--- src/rtl/me_lsu.sv ---
// Memory-stage load/store unit: converts the ME instruction into a req/ready
// data-memory transaction and returns aligned, extended load data.
module me_lsu #(
  parameter int unsigned DATA_WIDTH = 32,
  parameter int unsigned TIMEOUT    = 16
) (
  input  logic                    clk,
  input  logic                    rst_n,
  input  logic                    me_valid,
  input  logic                    me_mem_read,
  input  logic                    me_mem_write,
  input  logic [2:0]              me_funct3,
  input  logic [DATA_WIDTH-1:0]   me_addr,
  input  logic [DATA_WIDTH-1:0]   me_wdata,
  output logic [DATA_WIDTH-1:0]   me_mem_rdata,
  output logic                    me_stall,
  output logic                    me_mem_exc,
  output logic                    dmem_req,
  output logic                    dmem_we,
  output logic [DATA_WIDTH-1:0]   dmem_addr,
  output logic [DATA_WIDTH-1:0]   dmem_wdata,
  output logic [3:0]              dmem_be,
  input  logic                    dmem_ready,
  input  logic [DATA_WIDTH-1:0]   dmem_rdata
);

  localparam logic [7:0] CntLast = 8'(TIMEOUT - 1);

  typedef enum logic [1:0] {StIdle, StAccess, StDone} state_e;

  state_e                state_q, state_d;
  logic                  req_q, req_d;
  logic                  we_q, we_d;
  logic [3:0]            be_q, be_d;
  logic [DATA_WIDTH-1:0] addr_q, addr_d;
  logic [DATA_WIDTH-1:0] wdata_q, wdata_d;
  logic [2:0]            funct3_q, funct3_d;
  logic [1:0]            off_q, off_d;
  logic [7:0]            cnt_q, cnt_d;
  logic                  tmo_q, tmo_d;
  logic [DATA_WIDTH-1:0] rdata_q, rdata_d;

  logic                  access;
  logic                  illegal;
  logic [3:0]            lane_be;
  logic [DATA_WIDTH-1:0] lane_wdata;
  logic [7:0]            ld_byte;
  logic [15:0]           ld_half;
  logic [DATA_WIDTH-1:0] ld_ext;

  assign access = me_valid & (me_mem_read | me_mem_write);

  always_comb begin
    illegal = 1'b0;
    if (me_funct3[1:0] == 2'b11) begin
      illegal = 1'b1;
    end else if (me_mem_write && me_funct3 == 3'd6) begin
      illegal = 1'b1;
    end else if (me_funct3[1:0] == 2'b01 && me_addr[0]) begin
      illegal = 1'b1;
    end else if (me_funct3[1:0] == 2'b10 && me_addr[1:0] != 2'b00) begin
      illegal = 1'b1;
    end
  end

  // Byte enables are generated for loads too, so the memory sees the accessed lanes.
  always_comb begin
    lane_be    = 4'b1111;
    lane_wdata = me_wdata;
    case (me_funct3[1:0])
      2'b00: begin
        lane_be    = 4'b0001 << me_addr[1:0];
        lane_wdata = {4{me_wdata[7:0]}};
      end
      2'b01: begin
        lane_be    = me_addr[1] ? 4'b1100 : 4'b0011;
        lane_wdata = {2{me_wdata[15:0]}};
      end
      default: begin
        lane_be    = 4'b1111;
        lane_wdata = me_wdata;
      end
    endcase
  end

  always_comb begin
    ld_byte = dmem_rdata[{off_q, 3'b000} +: 8];
    ld_half = dmem_rdata[{off_q[1], 4'b0000} +: 16];
    case (funct3_q[1:0])
      2'b00:   ld_ext = {{24{~funct3_q[2] & ld_byte[7]}}, ld_byte};
      2'b01:   ld_ext = {{16{~funct3_q[2] & ld_half[15]}}, ld_half};
      default: ld_ext = dmem_rdata;
    endcase
  end

  always_comb begin
    state_d    = state_q;
    req_d      = req_q;
    we_d       = we_q;
    be_d       = be_q;
    addr_d     = addr_q;
    wdata_d    = wdata_q;
    funct3_d   = funct3_q;
    off_d      = off_q;
    cnt_d      = cnt_q;
    tmo_d      = tmo_q;
    rdata_d    = rdata_q;
    me_stall   = 1'b0;
    me_mem_exc = 1'b0;
    unique case (state_q)
      StIdle: begin
        if (access) begin
          if (illegal) begin
            me_mem_exc = 1'b1;
          end else begin
            me_stall = 1'b1;
            req_d    = 1'b1;
            we_d     = me_mem_write;
            be_d     = lane_be;
            addr_d   = {me_addr[DATA_WIDTH-1:2], 2'b00};
            wdata_d  = lane_wdata;
            funct3_d = me_funct3;
            off_d    = me_addr[1:0];
            cnt_d    = 8'd0;
            state_d  = StAccess;
          end
        end
      end
      StAccess: begin
        me_stall = 1'b1;
        if (dmem_ready) begin
          rdata_d = we_q ? '0 : ld_ext;
          req_d   = 1'b0;
          state_d = StDone;
        end else if (cnt_q == CntLast) begin
          rdata_d = '0;
          req_d   = 1'b0;
          tmo_d   = 1'b1;
          state_d = StDone;
        end else begin
          cnt_d = cnt_q + 8'd1;
        end
      end
      StDone: begin
        // ME still holds the finished instruction here, so never re-issue.
        me_mem_exc = tmo_q;
        tmo_d      = 1'b0;
        state_d    = StIdle;
      end
      default: state_d = StIdle;
    endcase
  end

  always_ff @(posedge clk or negedge rst_n) begin
    if (!rst_n) begin
      state_q  <= StIdle;
      req_q    <= 1'b0;
      we_q     <= 1'b0;
      be_q     <= 4'b0000;
      addr_q   <= '0;
      wdata_q  <= '0;
      funct3_q <= 3'd0;
      off_q    <= 2'd0;
      cnt_q    <= 8'd0;
      tmo_q    <= 1'b0;
      rdata_q  <= '0;
    end else begin
      state_q  <= state_d;
      req_q    <= req_d;
      we_q     <= we_d;
      be_q     <= be_d;
      addr_q   <= addr_d;
      wdata_q  <= wdata_d;
      funct3_q <= funct3_d;
      off_q    <= off_d;
      cnt_q    <= cnt_d;
      tmo_q    <= tmo_d;
      rdata_q  <= rdata_d;
    end
  end

  assign dmem_req     = req_q;
  assign dmem_we      = we_q;
  assign dmem_be      = be_q;
  assign dmem_addr    = addr_q;
  assign dmem_wdata   = wdata_q;
  assign me_mem_rdata = rdata_q;

endmodule

--- config.mk ---
export PLATFORM = sky130hd
export DESIGN_NAME = me_lsu
export DESIGN_NICKNAME = d
export VERILOG_FILES = /design/src/rtl/me_lsu.sv
export SDC_FILE = /design/constraint.sdc
export NUM_CORES = 1
export LEC_CHECK = 0
export CORE_MARGIN = 2
export CORE_UTILIZATION = 44
export CTS_CLUSTER_DIAMETER = 150
export CTS_CLUSTER_SIZE = 10
export DETAILED_ROUTE_END_ITERATION = 10
export PLACE_DENSITY = 0.87
export SLEW_MARGIN = 15
export SYNTH_ARGS = -nofsm -noshare
export SYNTH_HDL_FRONTEND = slang
export SYNTH_SLANG_ARGS = --single-unit
--- constraint.sdc ---
create_clock -name clk -period 2.3 [get_ports clk]
set_clock_uncertainty 0.15 [all_clocks]
set_input_delay 0.46 -clock clk [delete_from_list [all_inputs] [get_ports clk]]
set_output_delay 0.46 -clock clk [all_outputs]
set_load 0.05 [all_outputs]
After elaboration in Yosys (flattened, before gate mapping)
Index checks and enable logic that the tools add are counted.

Register bits after elaboration: 116. Word-level logic and storage cells: 86.

$add $sub $neg: 1. Equal/unequal tests: 14. Shift-type cells: 3. Muxes and demuxes: 35. Bitwise gates (word level): 6. Reductions and logical operators: 16.

Operator list (count): case mux 32 bit (2 select lines) (2); 2-to-1 mux 32 bit (3); 2-to-1 mux 8 bit (4); variable part select 32 x 6 -> 16 bit (1); variable part select 32 x 6 -> 8 bit (1); case mux 8 bit (2 select lines) (1); 2-to-1 mux 1 bit (14); inequality test 2 bit, second input constant (5); AND reduction 3 bit (3); adder 8 x 1 -> 8 bit, second input constant (1); == test 8 x 4 -> 1 bit, second input constant (1); 2-to-1 mux 2 bit (4); case mux 1 bit (2 select lines) (4); case mux 4 bit (2 select lines) (1); nonzero test 2 bit (4); == test 2 x 1 -> 1 bit, second input constant (3); == test 2 bit, second input constant (3); logical NOT 2 bit (3); AND reduction 5 bit (1); 2-to-1 mux 4 bit (1); case mux 2 bit (2 select lines) (1); AND reduction 4 bit (1); << shifter 1 x 2 -> 4 bit, first input constant (1); bitwise AND 1 bit (3); other kinds (6) (9).

Logic depth before layout (Yosys ltp)
Gate-level depths: netlist (run 1).

Word-level depth: 9. Depth in mapped cells: 8. Gate-level depth less buffers: 6.

Least setup slack after synthesis (run 1)
OpenSTA, ideal clock, no wires.

Path kind: input port to output port. Start point: input me_mem_write. End point: output me_stall. Arrival: 1.547 ns. Path slack: 0.143 ns. Stages: 5. Path buffers: 1. Path through: a2111oi_4 > o2111ai_1 > and2_1 > buf_6 > inv_1.

Cells in the longest elaborated chain, start to end: 6.

RTL lines: start, declared (line 11) `input logic me_mem_write,`; logical AND 1 bit (line 57) `end else if (me_mem_write && me_funct3 == 3'd6) begin`; 2-to-1 mux 1 bit (line 57); 2-to-1 mux 1 bit (line 55) `if (me_funct3[1:0] == 2'b11) begin`; 2-to-1 mux 1 bit (line 113) `if (illegal) begin`; 2-to-1 mux 1 bit (*) (line 112) `if (access) begin`; case mux 1 bit (2 select lines) (*) (line 110) `unique case (state_q)`; end, declared (line 16) `output logic me_stall,`.

Every way passes the cells marked *; elsewhere a longest branch is shown, timed or not.

Worst setup path after layout (run 1)
Start point: input me_funct3[2]. End point: output me_stall.

Cells in the longest elaborated chain, start to end: 7.

RTL lines: start, declared (line 12) `input logic [2:0] me_funct3,`; == test 3 bit (line 57); logical AND 1 bit (line 57); 2-to-1 mux 1 bit (line 57); 2-to-1 mux 1 bit (line 55); 2-to-1 mux 1 bit (line 113); 2-to-1 mux 1 bit (line 112); case mux 1 bit (2 select lines) (line 110).

No other way between the ends.

==> run_results.csv, run 1 <==
group,metric,value,unit
status,status,"finished with violations",
status,violations,"negative setup slack",
place,numPortBuffers,206,
job,maxCapViolations,0,
pwr,power.switching,5.90,mW
synth,ys.flop_type,"dfrtp_1",
pwr,p_sw_share,45.1,%
die,core,0.0121,mm^2
sta,timing.setup.tns,-10.5,ps
sta,drv_slew,0,
pwr,seq_power_share,27.0,%
routing,remaining_drc_errors,0,
sta,maxSlewHeadroom,63.0,%
global_routing,grt_max_degree,47,
synth,synth_enable_flop_cells,0,
routing,routed_wl,16.3,mm
global_routing,use_met2,43.1,%
global_routing,track_usage,25.2,%
layout,areaGrowthSynthToFinish,55.7,%
pwr,combPwrFrac,52.4,%
sta,setup_viol,1,
die,die_h,116,um
sta,finalCritPeriodShare,100,%
cts,clock_latency,410,ps
layout,fin_cells,915,
routing,wl_per_cell,17.8,um
routing,detail_route.vias_per_cell,5.34,
pwr,leakagePower,3.70,nW
global_routing,grt_pass1_wl,26.1,mm
cts,cts_buffers,17,
routing,drt_iter0_drc,303,
die,die_w,116,um
cts,cts_root_buf,"clkbuf_16",
cts,clkTransAtPathRegs,50,ps
pwr,powerDensity,1530,mW/mm^2
pwr,clkPwrFrac,20.6,%
cts,clock_path_buffers,2,
synth,syn_area,0.00548,mm^2
synth,synth_cell_types,52,
die,row_count,40,
setup_path,crit_required,1690,ps
place,hpwl,12.0,mm
synth,ys_ff_latch,116,
global_routing,grt_overflow_total,0,
min_path,min_path_cells,2,
setup_path,worstPathMaxFanout,2,
synth,ys_seq_area_share,53.0,%
place,gp_congestion,0.903,
cts,htree_levels,4,
global_routing,met3_usage,6.96,%
pwr,intPower,7.19,mW
sta,worst_pin_slew,553,ps
place,dp_slack,-295,ps
pwr,vdd_ir_drop_max,0.996,mV
synth,synth.avg_cell_area,10.8,um^2
layout,multi_input_comb_area,0.00236,mm^2
sta,min_period,2310,ps
sta,rsz0062_at_grt,"yes",
cts,clkSinkCount,116,
min_path,hold_class,"register to register",
sta,timing_hold_violations_final,0,
synth,yosysWarnings,0,
sta,fmax,433,MHz
global_routing,grt_pass1_vias,5172,
die,boundaryPins,209,
routing,ant_nets,0,
setup_path,crit_type,"input pin to output port",
setup_path,cp-end-kind,"output port",
routing,drt_first_pass_iters,5,
place,post-place-cells,880,
setup_path,crit_arrival,1700,ps
layout,drive_above_1_share,18.1,%
synth,synthArstFlopShare,100,%
global_routing,grt_util_met1,30.0,%
synth,netlist_instances,509,
global_routing,antenna_found_initial,1,
layout,nets,839,
layout,fillCellCount,876,
setup_path,start_kind,"input pin",
sta,whs,325,ps
layout,seq_area,0.00290,mm^2
die,initial_core_util,45.4,%
global_routing,grt.busiest_layer,"met2",
pwr,total_power,13.1,mW
die,die_area,0.0134,mm^2
setup_path,worstRegToRegCells,6,
sta,worst_slack,-10.5,ps
cts,tritoncts,"built",
routing,num_vias,4886,
cell families (layout without fill, tap and decap cells):
logic type               Yosys count  count (layout)  synth area share [%]
AO/OA/AOI/OAI                    125             125                  14.2
XOR/XNOR                           2               2                 0.320
adder cells (fa/ha/maj)            1               1                 0.228
buffers and inverters             52             288                  4.77
flip-flops                       116             116                  53.0
multiplexers                      79              79                  15.7
other                              1               3                0.0684
AND/OR/NAND/NOR                  133             133                  11.7
worst max-delay path, cell delays in order:
cell	delay, ps
clkdlybuf4s15_1	230
a2111oi_4	430
o2111ai_2	190
and2_4	190
inv_2	70
buf_12	130
timing repair:
item | in CTS | in global routing
buffers inserted | 1 | 0
hold buffers | 1 | 0
hold endpoints to repair | 37 | 0
pin swaps | 3 | 0
resized for setup | 10 | 2
endpoints found under the setup margin | 2 | 8
state kept, by name, indices dropped and copies added, names as in the netlist:
| name | cells |
|---|---|
| dmem_be | 4 |
| funct3_q | 3 |
| cnt_q | 8 |
| me_mem_rdata | 32 |
| dmem_wdata | 32 |
| off_q | 2 |
| dmem_req | 1 |
| dmem_we | 1 |
| tmo_q | 1 |
| dmem_addr | 30 |
| state_q | 2 |
power groups by stage:
stage	Clock, mW	Combinational (mW)	Sequential [mW]
after floorplan	0	1.64	6.19
after global placement	0	6.68	3.50
after detailed placement	0	6.82	3.56
after CTS	2.74	6.87	3.54
after global routing	2.83	7.19	3.65
final	2.70	6.85	3.54
synth_stat cells (2+ instances only):
cell type,instances,share of area (%)
nor2b_1,8,0.91
o221ai_1,7,1.1
nand4_1,2,0.23
a22o_2,4,0.73
a21oi_1,23,2.1
buf_2,15,1.4
or2_2,2,0.23
mux2i_1,31,5.7
a211oi_1,2,0.27
dfrtp_1,116,53
nor4_1,2,0.23
o21ai_0,66,6.0
inv_1,14,0.96
nand2_1,57,3.9
clkbuf_1,11,0.75
and3_1,4,0.46
nand3_1,18,1.6
nor2_1,21,1.4
xnor2_1,2,0.32
or3_1,7,0.80
o2bb2ai_1,8,1.3
o2111ai_1,2,0.32
mux2_2,47,9.7
buf_4,8,1.1
and2_1,2,0.23
a211o_2,2,0.37
o21a_1,3,0.41
final timing paths:
path | startpoint | end | slack [ps]
setup / recovery | me_funct3[2] | me_stall | -10
hold / removal | dmem_wdata[29] | dmem_wdata[29] | 330
setup reg to reg | cnt_q[0] | cnt_q[0] | 150
hold reg to reg | dmem_wdata[29] | dmem_wdata[29] | 330
max in group asynchronous | rst_n | dmem_addr[27] | 810
min in group asynchronous | rst_n | me_mem_rdata[18] | 420
per-stage QoR:
| step | utilization [%] | area [um^2] |
|---|---|---|
| 2_1_floorplan | - | 5490 |
| 3_3_place_gp | 65.5 | 7900 |
| 3_5_place_dp | 65.5 | 7900 |
| 4_1_cts | 70.7 | 8530 |
| 5_1_grt | 70.7 | 8530 |
| 6_report | 70.7 | 8530 |
metal layers:
layer  wire, um  vias up
met5          0        -
met4        393        0
met3       1090       33
met2       8360      203
met1       6430     2385
li1           -     2265
cells in the final DEF, fill, tap and decap left out, types with 4 or more instances in the layout:
| master | count |
|---|---|
| clkdlybuf4s50_1 | 198 |
| dfrtp_1 | 115 |
| o21ai_0 | 66 |
| nand2_1 | 57 |
| mux2_2 | 47 |
| mux2i_1 | 31 |
| buf_4 | 29 |
| a21oi_1 | 22 |
| nor2_1 | 21 |
| nand3_1 | 18 |
| clkbuf_16 | 17 |
| inv_1 | 13 |
| nor2b_1 | 8 |
| o2bb2ai_1 | 8 |
| o221ai_1 | 7 |
| or3_1 | 7 |
| buf_12 | 7 |
| and3_1 | 4 |
| a22o_2 | 4 |
| clkinv_2 | 4 |
| dlygate4sd2_1 | 4 |
final cells by class:
type                            count  area share (%)
Sequential cell                   116            34.0
Timing Repair Buffer              240            28.1
Multi-Input combinational cell    342            27.6
Clock buffer                       23            5.60
Tap cell                          168            2.46
Clock inverter                      9            1.48
Inverter                           16           0.704
Antenna cell                        1          0.0293
Note: power is estimated with default switching activity, not from simulation.
==> inputs of run 2 (changes only) <==
- ABC_CLOCK_PERIOD_IN_PS: default -> 2300
- CORE_UTILIZATION: 44 -> 40
- PLACE_DENSITY: 0.87 -> 0.81
==> run_results.csv, run 2 (synthesis gave the netlist of run 1 again) <==
group,metric,value,unit
setup_path,crit_arrival,1620,ps
cts,tritoncts,"built",
routing,remaining_drc_errors,0,
pwr,vdd_ir_drop_max,0.875,mV
routing,num_vias,4772,
global_routing,grt_overflow_total,0,
global_routing,antenna_found_initial,0,
sta,fmax,448,MHz
cts,clkSinkCount,116,
layout,drive_above_1_share,19.3,%
setup_path,cp_slowest_cell,"clkdlybuf4s50_1",
routing,routed_wl,15.6,mm
place,gp_congestion,0.836,
sta,timing_hold_violations_final,0,
layout,areaGrowthSynthToFinish,56.5,%
cts,cts_buffers,17,
sta,setup_viol,0,
place,hpwl,11.6,mm
die,die_w,121,um
setup_path,cp_slowest_stage_delay,420,ps
job,maxCapViolations,0,
layout,seq_area,0.00290,mm^2
setup_path,start_kind,"input pin",
cts,cts_root_buf,"clkbuf_16",
die,die_area,0.0147,mm^2
setup_path,crit_type,"input pin to output port",
min_path,hold_class,"input pin to async pin",
cts,htree_levels,4,
die,die_h,121,um
cts,clkTransAtPathRegs,50,ps
layout,nets,843,
sta,maxSlewHeadroom,63.1,%
status,status,"finished, final reports clean",
sta,min_period,2230,ps
sta,worst_pin_slew,551,ps
pwr,leakagePower,3.74,nW
setup_path,crit_required,1690,ps
die,row_count,42,
global_routing,track_usage,22.2,%
layout,fillCellCount,1032,
routing,detail_route.vias_per_cell,5.16,
global_routing,grt_pass1_vias,4974,
routing,wl_per_cell,16.8,um
place,numPortBuffers,206,
routing,drt_first_pass_iters,4,
pwr,powerDensity,1530,mW/mm^2
layout,fin_util,64.5,%
die,boundaryPins,209,
die,initial_core_util,41.2,%
cts,clock_path_buffers,2,
cts,clock_latency,410,ps
sta,finalCritPeriodShare,97.0,%
setup_path,cp-end-kind,"output port",
setup_path,worstPathMaxFanout,2,
routing,drt_iter0_drc,227,
layout,final_cell_mix,"clkdlybuf4s50_1, dfrtp_1, o21ai_0",
sta,worst_slack,69.7,ps
sta,drv_slew,0,
setup_path,path_cells,"clkdlybuf4s50_1, or2_2, o2111ai_2, and2_4, inv_2, buf_12",
layout,antenna_cells,0,
routing,ant_nets,0,
die,core,0.0133,mm^2
place,dp_slack,-250,ps
global_routing,grt_pass1_wl,25.4,mm
layout,mostFrequentLayoutCell,"clkdlybuf4s50_1",
global_routing,grt_max_degree,73,
layout,multi_input_comb_area,0.00236,mm^2
==> run 2: cell count changes in the layout (fill, tap and decap cells not counted), sizes merged <==
cell / change
dlymetal6s2s: +1
clkbuf: +1
clkinv: -1
bufinv: +1
diode: -1
clkdlybuf4s50: -2
buf: +4
dlygate4sd2: -3
clkinvlp: +1
==> run 2: metal layers <==
metal | GRT usage, % | vias up | share of wire (%)
met3 | 7.05 | 21 | 8.2
met4 | 8.36 | 0 | 1.7
met5 | 0 | - | 0
met1 | 27.0 | 2282 | 40
li1 | - | 2261 | -
met2 | 36.8 | 208 | 50
==> run 2: critical path: cells and delay by family <==
kind	cells	cell delay, ps
buffers and inverters	3	600
and+or+nand+nor	2	480
AOI/OAI and AO/OA	1	80
==> run 2: worst paths after layout <==
kind | slack [ps] | to | startpoint | depth (start not counted)
worst max-delay path | 70 | me_stall | me_mem_read | 6
worst min-delay path | 280 | me_mem_rdata[12] | rst_n | 2
worst max register to register | 210 | cnt_q[0] | cnt_q[0] | 6
worst min register to register | 330 | dmem_wdata[20] | dmem_wdata[20] | 2
max in group asynchronous | 1080 | dmem_wdata[6] | rst_n | 3
min in group clk | 290 | funct3_q[2] | me_funct3[2] | 3
==> run 2: power by group <==
part           switching [mW]  internal (mW)  total (mW)
combinational            4.31           2.48        6.79
clock                   0.890           1.88        2.77
sequential              0.640           2.93        3.57
==> run 2: final cells by class <==
class                      count  share of cell area, %
timing repair buffer         244                   28.1
clock inverter                10                   1.81
clock buffer                  20                   5.44
sequential                   116                   33.8
tap                          176                   2.57
inverter                      16                  0.700
multi-input combinational    342                   27.5
==> run 2: what timing repair did <==
action | CTS | global route
pin swaps | 1 | 3
resized for setup | 12 | 11
endpoints found under the hold margin | 9 | 0
endpoints found under the setup margin | 2 | 4
buffers inserted | 2 | 0
hold buffers | 1 | 0
==> run 2: per-stage QoR <==
step | instance area [um^2] | total power [mW] | cells | hold WS (ps) | setup TNS (ps)
after floorplan | 5490 | 7.83 | 510 | 14.4 | 0
after global placement | 7930 | 10.2 | 891 | 151 | -11760
after detailed placement | 7930 | 10.4 | 891 | 156 | -16040
after CTS | 8590 | 13.2 | 924 | 269 | 0
after global routing | 8580 | 13.8 | 924 | 283 | -10.9
final | 8580 | 13.1 | 924 | 278 | 0
